`config.mk`:
```
export PLATFORM = sky130hd
export DESIGN_NAME = sccb_slave_responder_flat
export DESIGN_NICKNAME = d
export VERILOG_FILES = /design/src/rtl/sccb_slave_responder_if.sv /design/src/rtl/sccb_slave_responder.sv /design/src/flat_wrapper.sv
export SDC_FILE = /design/constraint.sdc
export NUM_CORES = 1
export LEC_CHECK = 0
export CAP_MARGIN = 5
export CORE_ASPECT_RATIO = 1.25
export CORE_MARGIN = 2
export CORE_UTILIZATION = 60
export DETAILED_ROUTE_END_ITERATION = 10
export GPL_TIMING_DRIVEN = 1
export PLACE_DENSITY = 0.91
export SYNTH_ARGS = -nofsm -noshare
export SYNTH_HDL_FRONTEND = slang
export SYNTH_SLANG_ARGS = --single-unit
```
`constraint.sdc`:
```
create_clock -name clk -period 3.9 [get_ports clk]
set_input_delay 0.39 -clock clk [delete_from_list [all_inputs] [get_ports clk]]
set_output_delay 0.39 -clock clk [all_outputs]
set_load 0.01 [all_outputs]
```
`src/rtl/sccb_slave_responder_if.sv`:
```
// Pin-side and register-file-side signals of the SCCB slave responder.
// The slave modport is the responder; the master modport is the pad/bus model plus register bank.
interface sccb_slave_responder_if;
    logic        scl_i;
    logic        sda_i;
    logic        sda_oe;
    logic        busy;
    logic [15:0] reg_addr;
    logic        reg_wr_en;
    logic [7:0]  reg_wr_data;
    logic        reg_rd_en;
    logic [7:0]  reg_rd_data;
    logic [3:0]  dbg_state;

    // Register-file handshake: reg_wr_en and reg_rd_en are single-cycle strobes
    // with no back-pressure (the bank is always ready). reg_wr_data and reg_addr
    // are valid in the reg_wr_en cycle; reg_rd_data must be valid in the cycle
    // after reg_rd_en and is sampled exactly once, at the end of that cycle.
    modport slave (
        input  scl_i, sda_i, reg_rd_data,
        output sda_oe, busy, reg_addr, reg_wr_en, reg_wr_data, reg_rd_en, dbg_state
    );

    modport master (
        output scl_i, sda_i, reg_rd_data,
        input  sda_oe, busy, reg_addr, reg_wr_en, reg_wr_data, reg_rd_en, dbg_state
    );
endinterface

```
`src/rtl/sccb_slave_responder.sv`:
```
// SCCB slave with 16-bit register addresses: decodes 3-phase writes and
// 2-phase write + 2-phase read into register-file strobes.
module sccb_slave_responder #(
    parameter logic [6:0] DEV_ADDR    = 7'h3C,
    parameter int         SYNC_STAGES = 2
) (
    input  logic                  clk,
    input  logic                  rst_n,
    sccb_slave_responder_if.slave io_sccb
);

    typedef enum logic [3:0] {
        IDLE      = 4'd0,
        DEV       = 4'd1,
        DEV_ACK   = 4'd2,
        ADDR_H    = 4'd3,
        ACK_H     = 4'd4,
        ADDR_L    = 4'd5,
        ACK_L     = 4'd6,
        WDATA     = 4'd7,
        ACK_W     = 4'd8,
        RD_BYTE   = 4'd9,
        RD_MACK   = 4'd10,
        WAIT_STOP = 4'd11
    } state_t;

    logic [SYNC_STAGES-1:0] r_scl_sync;
    logic [SYNC_STAGES-1:0] r_sda_sync;
    logic                   r_scl_d;
    logic                   r_sda_d;

    logic       w_scl;
    logic       w_sda;
    logic       w_scl_rise;
    logic       w_scl_fall;
    logic       w_start;
    logic       w_stop;
    logic       w_last_bit;
    logic [7:0] w_byte;

    state_t      r_state;
    logic [7:0]  r_shift;
    logic [3:0]  r_bit_cnt;
    logic        r_ack_half;
    logic        r_rw;
    logic        r_rd_pend;
    logic        r_sda_oe;
    logic        r_busy;
    logic [15:0] r_reg_addr;
    logic        r_reg_wr_en;
    logic [7:0]  r_reg_wr_data;
    logic        r_reg_rd_en;

    // Synchronizers reset to the idle bus level so reset release never fakes a START.
    always_ff @(posedge clk or negedge rst_n) begin
        if (!rst_n) begin
            r_scl_sync <= '1;
            r_sda_sync <= '1;
            r_scl_d    <= 1'b1;
            r_sda_d    <= 1'b1;
        end else begin
            r_scl_sync <= {r_scl_sync[SYNC_STAGES-2:0], io_sccb.scl_i};
            r_sda_sync <= {r_sda_sync[SYNC_STAGES-2:0], io_sccb.sda_i};
            r_scl_d    <= w_scl;
            r_sda_d    <= w_sda;
        end
    end

    assign w_scl      = r_scl_sync[SYNC_STAGES-1];
    assign w_sda      = r_sda_sync[SYNC_STAGES-1];
    assign w_scl_rise = w_scl & ~r_scl_d;
    assign w_scl_fall = ~w_scl & r_scl_d;
    assign w_start    = w_scl & r_scl_d & r_sda_d & ~w_sda;
    assign w_stop     = w_scl & r_scl_d & ~r_sda_d & w_sda;
    assign w_byte     = {r_shift[6:0], w_sda};
    assign w_last_bit = (r_bit_cnt == 4'd7);

    always_ff @(posedge clk or negedge rst_n) begin
        if (!rst_n) begin
            r_state       <= IDLE;
            r_shift       <= '0;
            r_bit_cnt     <= '0;
            r_ack_half    <= 1'b0;
            r_rw          <= 1'b0;
            r_rd_pend     <= 1'b0;
            r_sda_oe      <= 1'b0;
            r_busy        <= 1'b0;
            r_reg_addr    <= '0;
            r_reg_wr_en   <= 1'b0;
            r_reg_wr_data <= '0;
            r_reg_rd_en   <= 1'b0;
        end else begin
            r_reg_wr_en <= 1'b0;
            r_reg_rd_en <= 1'b0;
            r_rd_pend   <= r_reg_rd_en;
            // Read data arrives one cycle after the request; no SCL edge can land here.
            if (r_rd_pend) begin
                r_shift <= io_sccb.reg_rd_data;
            end

            if (w_start) begin
                r_state    <= DEV;
                r_bit_cnt  <= '0;
                r_ack_half <= 1'b0;
                r_sda_oe   <= 1'b0;
                r_busy     <= 1'b1;
            end else if (w_stop) begin
                r_state    <= IDLE;
                r_bit_cnt  <= '0;
                r_ack_half <= 1'b0;
                r_sda_oe   <= 1'b0;
                r_busy     <= 1'b0;
            end else begin
                case (r_state)
                    IDLE: begin
                        r_sda_oe <= 1'b0;
                    end

                    DEV: begin
                        if (w_scl_rise) begin
                            r_shift   <= w_byte;
                            r_bit_cnt <= r_bit_cnt + 4'd1;
                            if (w_last_bit) begin
                                r_bit_cnt <= '0;
                                if (w_byte[7:1] == DEV_ADDR) begin
                                    r_state     <= DEV_ACK;
                                    r_rw        <= w_byte[0];
                                    r_reg_rd_en <= w_byte[0];
                                end else begin
                                    r_state <= WAIT_STOP;
                                end
                            end
                        end
                    end

                    ADDR_H: begin
                        if (w_scl_rise) begin
                            r_shift   <= w_byte;
                            r_bit_cnt <= r_bit_cnt + 4'd1;
                            if (w_last_bit) begin
                                r_bit_cnt        <= '0;
                                r_reg_addr[15:8] <= w_byte;
                                r_state          <= ACK_H;
                            end
                        end
                    end

                    ADDR_L: begin
                        if (w_scl_rise) begin
                            r_shift   <= w_byte;
                            r_bit_cnt <= r_bit_cnt + 4'd1;
                            if (w_last_bit) begin
                                r_bit_cnt       <= '0;
                                r_reg_addr[7:0] <= w_byte;
                                r_state         <= ACK_L;
                            end
                        end
                    end

                    WDATA: begin
                        if (w_scl_rise) begin
                            r_shift   <= w_byte;
                            r_bit_cnt <= r_bit_cnt + 4'd1;
                            if (w_last_bit) begin
                                r_bit_cnt     <= '0;
                                r_reg_wr_data <= w_byte;
                                r_reg_wr_en   <= 1'b1;
                                r_state       <= ACK_W;
                            end
                        end
                    end

                    // ACK slots: first fall pulls SDA low, second fall releases and advances.
                    DEV_ACK: begin
                        if (w_scl_fall) begin
                            r_ack_half <= ~r_ack_half;
                            r_sda_oe   <= ~r_ack_half;
                            if (r_ack_half) begin
                                if (r_rw) begin
                                    r_sda_oe  <= ~r_shift[7];
                                    r_shift   <= {r_shift[6:0], 1'b0};
                                    r_bit_cnt <= 4'd1;
                                    r_state   <= RD_BYTE;
                                end else begin
                                    r_state <= ADDR_H;
                                end
                            end
                        end
                    end

                    ACK_H: begin
                        if (w_scl_fall) begin
                            r_ack_half <= ~r_ack_half;
                            r_sda_oe   <= ~r_ack_half;
                            if (r_ack_half) begin
                                r_state <= ADDR_L;
                            end
                        end
                    end

                    ACK_L: begin
                        if (w_scl_fall) begin
                            r_ack_half <= ~r_ack_half;
                            r_sda_oe   <= ~r_ack_half;
                            if (r_ack_half) begin
                                r_state <= WDATA;
                            end
                        end
                    end

                    ACK_W: begin
                        if (w_scl_fall) begin
                            r_ack_half <= ~r_ack_half;
                            r_sda_oe   <= ~r_ack_half;
                            if (r_ack_half) begin
                                r_reg_addr <= r_reg_addr + 16'd1;
                                r_state    <= WDATA;
                            end
                        end
                    end

                    RD_BYTE: begin
                        if (w_scl_fall) begin
                            if (r_bit_cnt == 4'd8) begin
                                r_sda_oe  <= 1'b0;
                                r_bit_cnt <= '0;
                                r_state   <= RD_MACK;
                            end else begin
                                r_sda_oe  <= ~r_shift[7];
                                r_shift   <= {r_shift[6:0], 1'b0};
                                r_bit_cnt <= r_bit_cnt + 4'd1;
                            end
                        end
                    end

                    RD_MACK: begin
                        if (w_scl_rise) begin
                            if (!w_sda) begin
                                r_reg_addr  <= r_reg_addr + 16'd1;
                                r_reg_rd_en <= 1'b1;
                                r_bit_cnt   <= '0;
                                r_state     <= RD_BYTE;
                            end else begin
                                r_state <= WAIT_STOP;
                            end
                        end
                    end

                    WAIT_STOP: begin
                        r_sda_oe <= 1'b0;
                    end

                    default: begin
                        r_state  <= IDLE;
                        r_sda_oe <= 1'b0;
                    end
                endcase
            end
        end
    end

    assign io_sccb.sda_oe      = r_sda_oe;
    assign io_sccb.busy        = r_busy;
    assign io_sccb.reg_addr    = r_reg_addr;
    assign io_sccb.reg_wr_en   = r_reg_wr_en;
    assign io_sccb.reg_wr_data = r_reg_wr_data;
    assign io_sccb.reg_rd_en   = r_reg_rd_en;
    assign io_sccb.dbg_state   = r_state;

endmodule
```
`src/flat_wrapper.sv`:
```
// flat-port wrapper written by rule: the top's interface ports become plain ports
module sccb_slave_responder_flat 
#(
    parameter logic [6:0] DEV_ADDR    = 7'h3C,
    parameter int         SYNC_STAGES = 2
)
  (clk, rst_n, io_sccb_scl_i, io_sccb_sda_i, io_sccb_reg_rd_data, io_sccb_sda_oe, io_sccb_busy, io_sccb_reg_addr, io_sccb_reg_wr_en, io_sccb_reg_wr_data, io_sccb_reg_rd_en, io_sccb_dbg_state);
  sccb_slave_responder_if io_sccb_i ();
  input  logic clk;
  input  logic rst_n;
  input wire logic [$bits(io_sccb_i.scl_i)-1:0] io_sccb_scl_i;
  input wire logic [$bits(io_sccb_i.sda_i)-1:0] io_sccb_sda_i;
  input wire logic [$bits(io_sccb_i.reg_rd_data)-1:0] io_sccb_reg_rd_data;
  output wire logic [$bits(io_sccb_i.sda_oe)-1:0] io_sccb_sda_oe;
  output wire logic [$bits(io_sccb_i.busy)-1:0] io_sccb_busy;
  output wire logic [$bits(io_sccb_i.reg_addr)-1:0] io_sccb_reg_addr;
  output wire logic [$bits(io_sccb_i.reg_wr_en)-1:0] io_sccb_reg_wr_en;
  output wire logic [$bits(io_sccb_i.reg_wr_data)-1:0] io_sccb_reg_wr_data;
  output wire logic [$bits(io_sccb_i.reg_rd_en)-1:0] io_sccb_reg_rd_en;
  output wire logic [$bits(io_sccb_i.dbg_state)-1:0] io_sccb_dbg_state;
  assign io_sccb_i.scl_i = io_sccb_scl_i;
  assign io_sccb_i.sda_i = io_sccb_sda_i;
  assign io_sccb_i.reg_rd_data = io_sccb_reg_rd_data;
  assign io_sccb_sda_oe = io_sccb_i.sda_oe;
  assign io_sccb_busy = io_sccb_i.busy;
  assign io_sccb_reg_addr = io_sccb_i.reg_addr;
  assign io_sccb_reg_wr_en = io_sccb_i.reg_wr_en;
  assign io_sccb_reg_wr_data = io_sccb_i.reg_wr_data;
  assign io_sccb_reg_rd_en = io_sccb_i.reg_rd_en;
  assign io_sccb_dbg_state = io_sccb_i.dbg_state;
  sccb_slave_responder #(.DEV_ADDR(DEV_ADDR), .SYNC_STAGES(SYNC_STAGES)) u_core (.clk(clk), .rst_n(rst_n), .io_sccb(io_sccb_i));
endmodule
```
==> metrics.md, run 1 <==
| Metric | Value |
|---|---|
| Outcome | `finished clean` |
| Crit path max fanout | `26` |
| Crit path largest cell delay | `0.83 ns` |
| Filler cell count in the final layout | `410` |
| Peak supply drop | `0.5220 mV` |
| Final setup vio count | `0` |
| I/O pins | `44` |
| Inserted Clock Buffers | `5` |
| Fmax | `364.9 MHz` |
| Port Buffers | `43` |
| Clk root buf | `clkbuf_8` |
| Critical Path RT | `4.11 ns` |
| DRT iter0 DRCs | `262` |
| CTS Hold Buffers Added | `0` |
| Leak Pwr | `0.001520 uW` |
| H-Tree Depth | `2` |
| Worst Setup Start Kind | `flip-flop` |
| Mean Syn Cell Area | `9.012 um2` |
| Die X | `69.77 um` |
| First-pass DRT Iterations | `6` |
| Post-synth EDFFs | `0` |
| Hold Crit Class | `input pin to asynchronous set/reset pin` |
| Average wire per standard cell | `16.30 um` |
| Critical path class | `flip-flop to flip-flop` |
| CP endpoint kind | `flip-flop` |
| DR vias | `2,856` |
| Pwr dens | `668.0 nW/um2` |
| Fin Setup TNS | `0 ns` |
| CTS tree | `done` |
| R2R Setup Slk | `1.16 ns` |
| Syn nets | `375` |
| Yosys cell types | `65` |
| Row Count | `29` |
| Antenna diode count | `0` |
| CTS sink cnt | `53` |
| Commonest non-fill, non-tap cell in the layout | `dfrtp_1` |
| FF+latch count, synth | `53` |
| Post-Place Cells | `441` |
| # DRC | `0` |
| Final Hold Viols | `0` |
| DIE HEIGHT | `86.22 um` |
| Clk Latency, worst-skew pair | `0.31 ns` |
| Synth Cell Area | `3244 um2` |
| Post-CTS setup buffer count | `0` |
| # resized after CTS | `0` |
| Non-filler cells, final | `449` |
| Synth warn | `0` |
| Area Overhead vs Synth | `13.77%` |
| Via-to-Cell Ratio | `6.361` |
| Post-synthesis sequential area ratio | `41.11%` |
| CP max stage cell | `dfrtp_1` |
| Largest net degree at the start of global routing | `54` |
| Share of post-route cells with drive strength above 1 | `12.14%` |
| Core area | `5152 um2` |
| Clock slew at reported path FFs | `0.10 ns` |
| Max-slew headroom | `35.04%` |
| Die area | `6015 um2` |
| CP cell instances | `nand2_1 > o31ai_2 > or3_1 > a21oi_1 > o22a_2` |
| Fin crit share | `70.27%` |
| Initial Util | `62.97%` |
| Async SR Flop Fraction | `100.0%` |
| First-pass GRT wire length | `12,090 um` |
| Clock Tree Buf Depth | `2` |
| RSZ-0062 raised after global routing | `false` |
| Worst endpoint data arrival time | `2.95 ns` |
| Fin crit period | `2.741 ns` |
| Initial antenna violation count | `0` |
| Post-DP HPWL | `5238 um` |
| Commonest non-fill, non-tap cells in the layout | `dfrtp_1, clkdlybuf4s50_1, nor2_1` |
| Synth Instances | `360` |
| Remaining Overflow, GRT | `0` |
| Antenna Nets Post-Route | `0` |
| Post-Route WL | `7318 um` |
| GR Util All Layers | `24.74%` |
| Final Net Count | `401` |
| Measured slew at the worst slew-check pin | `0.9723 ns` |
| Main synth FF type | `dfrtp_1` |
| Max Slew Vio Count | `0` |
| Placer Congestion | `0.9701` |
| Post-Route Skew | `0.01064 ns` |
| Vias in the first global route | `2,559` |
| Max-Cap Viols | `0` |
-- routing by layer --
| metal | up-vias | global-route usage, % | part of all wire (%) |
|---|---|---|---|
| met1 | 1336 | 32.44 | 42 |
| li1 | 1361 | - | - |
| met2 | 129 | 40.17 | 48 |
| met4 | 0 | 12.94 | 4.4 |
| met5 | - | 0 | 0 |
| met3 | 30 | 3.488 | 5.6 |
-- worst paths after layout --
kind	from	endpoint	depth (start not counted)
hold / removal	rst_n	u_core.io_sccb.reg_addr[15]	2
max in group asynchronous	rst_n	u_core.io_sccb.dbg_state[3]	2
setup reg to reg	u_core.io_sccb.dbg_state[3]	u_core.io_sccb.reg_addr[10]	5
setup / recovery	u_core.io_sccb.dbg_state[3]	u_core.io_sccb.reg_addr[10]	5
hold reg to reg	u_core.r_scl_sync[0]	u_core.r_scl_sync[1]	0
min in group clk	u_core.r_scl_sync[0]	u_core.r_scl_sync[1]	0
-- critical path: cells and delay by family, from the launching register on --
kind               cells  cell delay [ns]
AOI/OAI and AO/OA      3             0.74
and+or+nand+nor        2             1.08
DFF                    1             0.83
-- cells by family (layout without fill, tap and decap cells) --
kind of cell	Yosys count	after routing	share of synthesized area [%]
simple gates	128	128	20.98
compound gates	114	114	21.91
flops	53	53	41.11
buf+inv	36	63	6.402
mux	24	24	7.906
fa+ha+maj	3	3	1.157
xor+xnor	2	2	0.5400
-- flip-flops by register name, summed over array words and instances, names as in the netlist, 2 cells and up --
signal / flops
u_core.r_sda_sync: 2
u_core.io_sccb.reg_addr: 16
u_core.r_shift: 8
u_core.r_scl_sync: 2
u_core.io_sccb.dbg_state: 4
u_core.r_bit_cnt: 4
u_core.io_sccb.reg_wr_data: 8
-- area by class of cell --
class / instances / area (um2) / area share (%)
multi-input combinational: 271 / 1708 / 46.27
inverter: 10 / 37.54 / 1.017
sequential: 53 / 1334 / 36.14
tap: 62 / 77.57 / 2.102
clock inverter: 3 / 25.02 / 0.6780
clock buffer: 5 / 68.82 / 1.864
timing repair buffer: 45 / 440.4 / 11.93
-- power breakdown --
part / internal, uW / switching (uW) / total (uW)
clock network: 131 / 193 / 325
registers: 718 / 336 / 1050
logic: 561 / 527 / 1090
total: 1410 / 1060 / 2470
-- Yosys cell counts, types with 3 or more instances --
master / instances / area [um2]
inv_1: 10 / 37.54
a32oi_1: 3 / 26.28
buf_2: 12 / 60.06
nor2_1: 39 / 146.4
a22oi_1: 4 / 30.03
mux2_2: 13 / 146.4
o22a_1: 5 / 43.79
o21ai_1: 6 / 30.03
a21o_1: 3 / 22.52
dfrtp_1: 47 / 1176
o211ai_1: 3 / 22.52
dfstp_2: 6 / 157.7
mux2i_1: 11 / 110.1
and3_1: 6 / 37.54
a21oi_1: 35 / 175.2
clkbuf_1: 6 / 22.52
buf_6: 3 / 33.78
a31oi_1: 11 / 68.82
nand4_1: 6 / 37.54
nand2_1: 29 / 108.9
ha_1: 3 / 37.54
nand3_1: 12 / 60.06
nor3_1: 8 / 40.04
nor2b_1: 3 / 18.77
nand2b_1: 3 / 18.77
o21ai_0: 23 / 115.1
o22ai_1: 4 / 25.02
-- metrics by stage --
stage	worst slack (ns)	util [%]	hold WS, ns	instance area [um2]	power (uW)
5_1_grt	0.9325	71.64	0.2601	3691	2641
4_1_cts	1.202	71.64	0.2038	3691	2464
3_5_place_dp	1.197	69.82	0.3476	3597	2135
6_report	1.159	71.64	0.1787	3691	2466
3_3_place_gp	1.322	69.82	0.3457	3597	2093
2_1_floorplan	1.941	-	0.09441	3244	1757
Power figures use the tool's default switching activity.
==> run 2: changes to the inputs <==
Settings changed: CORE_UTILIZATION 60 to 55, PLACE_DENSITY 0.91 to 0.85.
Clock period 3.9 ns to 2.7 ns, I/O delays scaled along.
==> metrics.md, run 2 (synthesized netlist as in run 1, its figures left out) <==
| Metric | Value |
|---|---|
| Vias in the first global route | `2,888` |
| # resized after CTS | `0` |
| # DRC | `0` |
| Crit path max fanout | `19` |
| Global routing's busiest layer | `met2` |
| Worst endpoint data arrival time | `2.55 ns` |
| Reg2reg start | `u_core.io_sccb.dbg_state[2]` |
| GR Util met3 | `2.915%` |
| Pre-CTS WS | `0.4242 ns` |
| Pwr dens | `974.7 nW/um2` |
| Die X | `72.70 um` |
| Initial Util | `56.52%` |
| Die area | `6533 um2` |
| Non-filler cells, final | `462` |
| Remaining Overflow, GRT | `0` |
| Clk Latency, worst-skew pair | `0.31 ns` |
| Hold slack | `0.05207 ns` |
| GR Util All Layers | `25.59%` |
| Share of post-route cells with drive strength above 1 | `14.14%` |
| Antenna Nets Post-Route | `0` |
| Final Net Count | `410` |
| Final setup vio count | `0` |
| Fin crit share | `87.20%` |
| Hold Crit Class | `input pin to asynchronous set/reset pin` |
| Antenna diode count | `0` |
| Max Slew Vio Count | `0` |
| DR vias | `2,911` |
| Clk root buf | `clkbuf_8` |
| CTS Hold Buffers Added | `0` |
| R2R Setup Slk | `0.35 ns` |
| Via-to-Cell Ratio | `6.301` |
| Commonest non-fill, non-tap cell in the layout | `dfrtp_1` |
| I/O pins | `44` |
| Critical Path RT | `2.90 ns` |
| Clock slew at reported path FFs | `0.10 ns` |
| Core area | `5741 um2` |
| First-pass GRT wire length | `13,640 um` |
| RSZ-0062 raised after global routing | `false` |
| Post-DP HPWL | `5847 um` |
| Post-Route WL | `7899 um` |
| DIE HEIGHT | `89.87 um` |
| Depth of the most critical reg-to-reg path | `6` |
| Max FFs per register | `16` |
| Row Count | `31` |
| DRT iter0 DRCs | `249` |
| CTS tree | `done` |
| Filler cell count in the final layout | `500` |
| Leak Pwr | `0.001564 uW` |
| Worst Setup Start Kind | `flip-flop` |
| Pwr Total | `3665 uW` |
| Fin crit period | `2.354 ns` |
| Inserted Clock Buffers | `5` |
| Post-Route Skew | `0.006096 ns` |
| Clock Tree Buf Depth | `2` |
| Port Buffers | `43` |
| H-Tree Depth | `2` |
| Peak supply drop | `0.7461 mV` |
| CP endpoint kind | `flip-flop` |
| Outcome | `finished clean` |
| Max-slew headroom | `39.34%` |
| First-pass DRT Iterations | `5` |
| Average wire per standard cell | `17.10 um` |
| M1 GR Usage | `34.28%` |
| Measured slew at the worst slew-check pin | `0.9079 ns` |
| CTS sink cnt | `53` |
| Final Hold Viols | `0` |
| Area Overhead vs Synth | `15.89%` |
| M2 GR Usage | `42.12%` |
| Post-CTS setup buffer count | `0` |
| Fin Setup TNS | `0 ns` |
| Placer Congestion | `0.9514` |
| Commonest non-fill, non-tap cells in the layout | `dfrtp_1, clkdlybuf4s50_1, nor2_1` |
| Initial antenna violation count | `0` |
| Fmax | `424.7 MHz` |
| Max-Cap Viols | `0` |
| Post-Place Cells | `454` |
| Setup WS post-layout | `0.3456 ns` |
| Critical path class | `flip-flop to flip-flop` |
| Largest net degree at the start of global routing | `54` |
| Worst r2r dst | `u_core.io_sccb.dbg_state[1]` |
run 2: layer usage:
layer / wire length, um / vias to the layer above / part of all wire, %
met5: 0 / - / 0
met3: 373 / 23 / 4.7
met2: 4043 / 109 / 51
li1: - / 1377 / -
met1: 3256 / 1402 / 41
met4: 226 / 0 / 2.9
run 2: layout make-up:
type | instances | area, um2 | share of cell area [%]
clock buffers | 5 | 68.82 | 1.830
well taps | 66 | 82.58 | 2.196
clock inverters | 3 | 21.27 | 0.5657
multi-input cells | 271 | 1708 | 45.42
flip-flops and latches | 53 | 1334 | 35.47
inverters | 10 | 37.54 | 0.9983
repair buffers | 54 | 508.0 | 13.51
run 2: worst max path at each step:
stage	to	start	slack [ns]	cells after the start
finish	u_core.io_sccb.dbg_state[1]	u_core.io_sccb.dbg_state[2]	0.35	6
floorplan	u_core.io_sccb.reg_addr[12]	u_core.r_scl_sync[1]	0.74	8
global placement	u_core.io_sccb.dbg_state[3]	u_core.io_sccb.dbg_state[2]	0.36	6
global route	u_core.r_bit_cnt[3]	u_core.io_sccb.dbg_state[0]	0.16	6
CTS	u_core.io_sccb.dbg_state[1]	u_core.io_sccb.dbg_state[2]	0.39	6
detailed placement	u_core.io_sccb.dbg_state[1]	u_core.io_sccb.dbg_state[2]	0.42	6
run 2: power by group:
group,switching (uW),internal [uW]
Sequential,415,1040
Combinational,877,870
Clock,280,185
run 2: worst max-delay path, cell delays in order, from the launching register on:
cell and delay, ns:
dfrtp_1 0.59, and2b_1 0.42, nand2_1 0.16, a311oi_1 0.35, nor3_2 0.13, a21oi_2 0.23, mux2_2 0.36
run 2: through the flow:
step	instance area (um2)	util (%)
4_1_cts	3760	65.50
3_3_place_gp	3670	63.93
5_1_grt	3760	65.50
6_report	3760	65.50
3_5_place_dp	3670	63.93
2_1_floorplan	3244	-
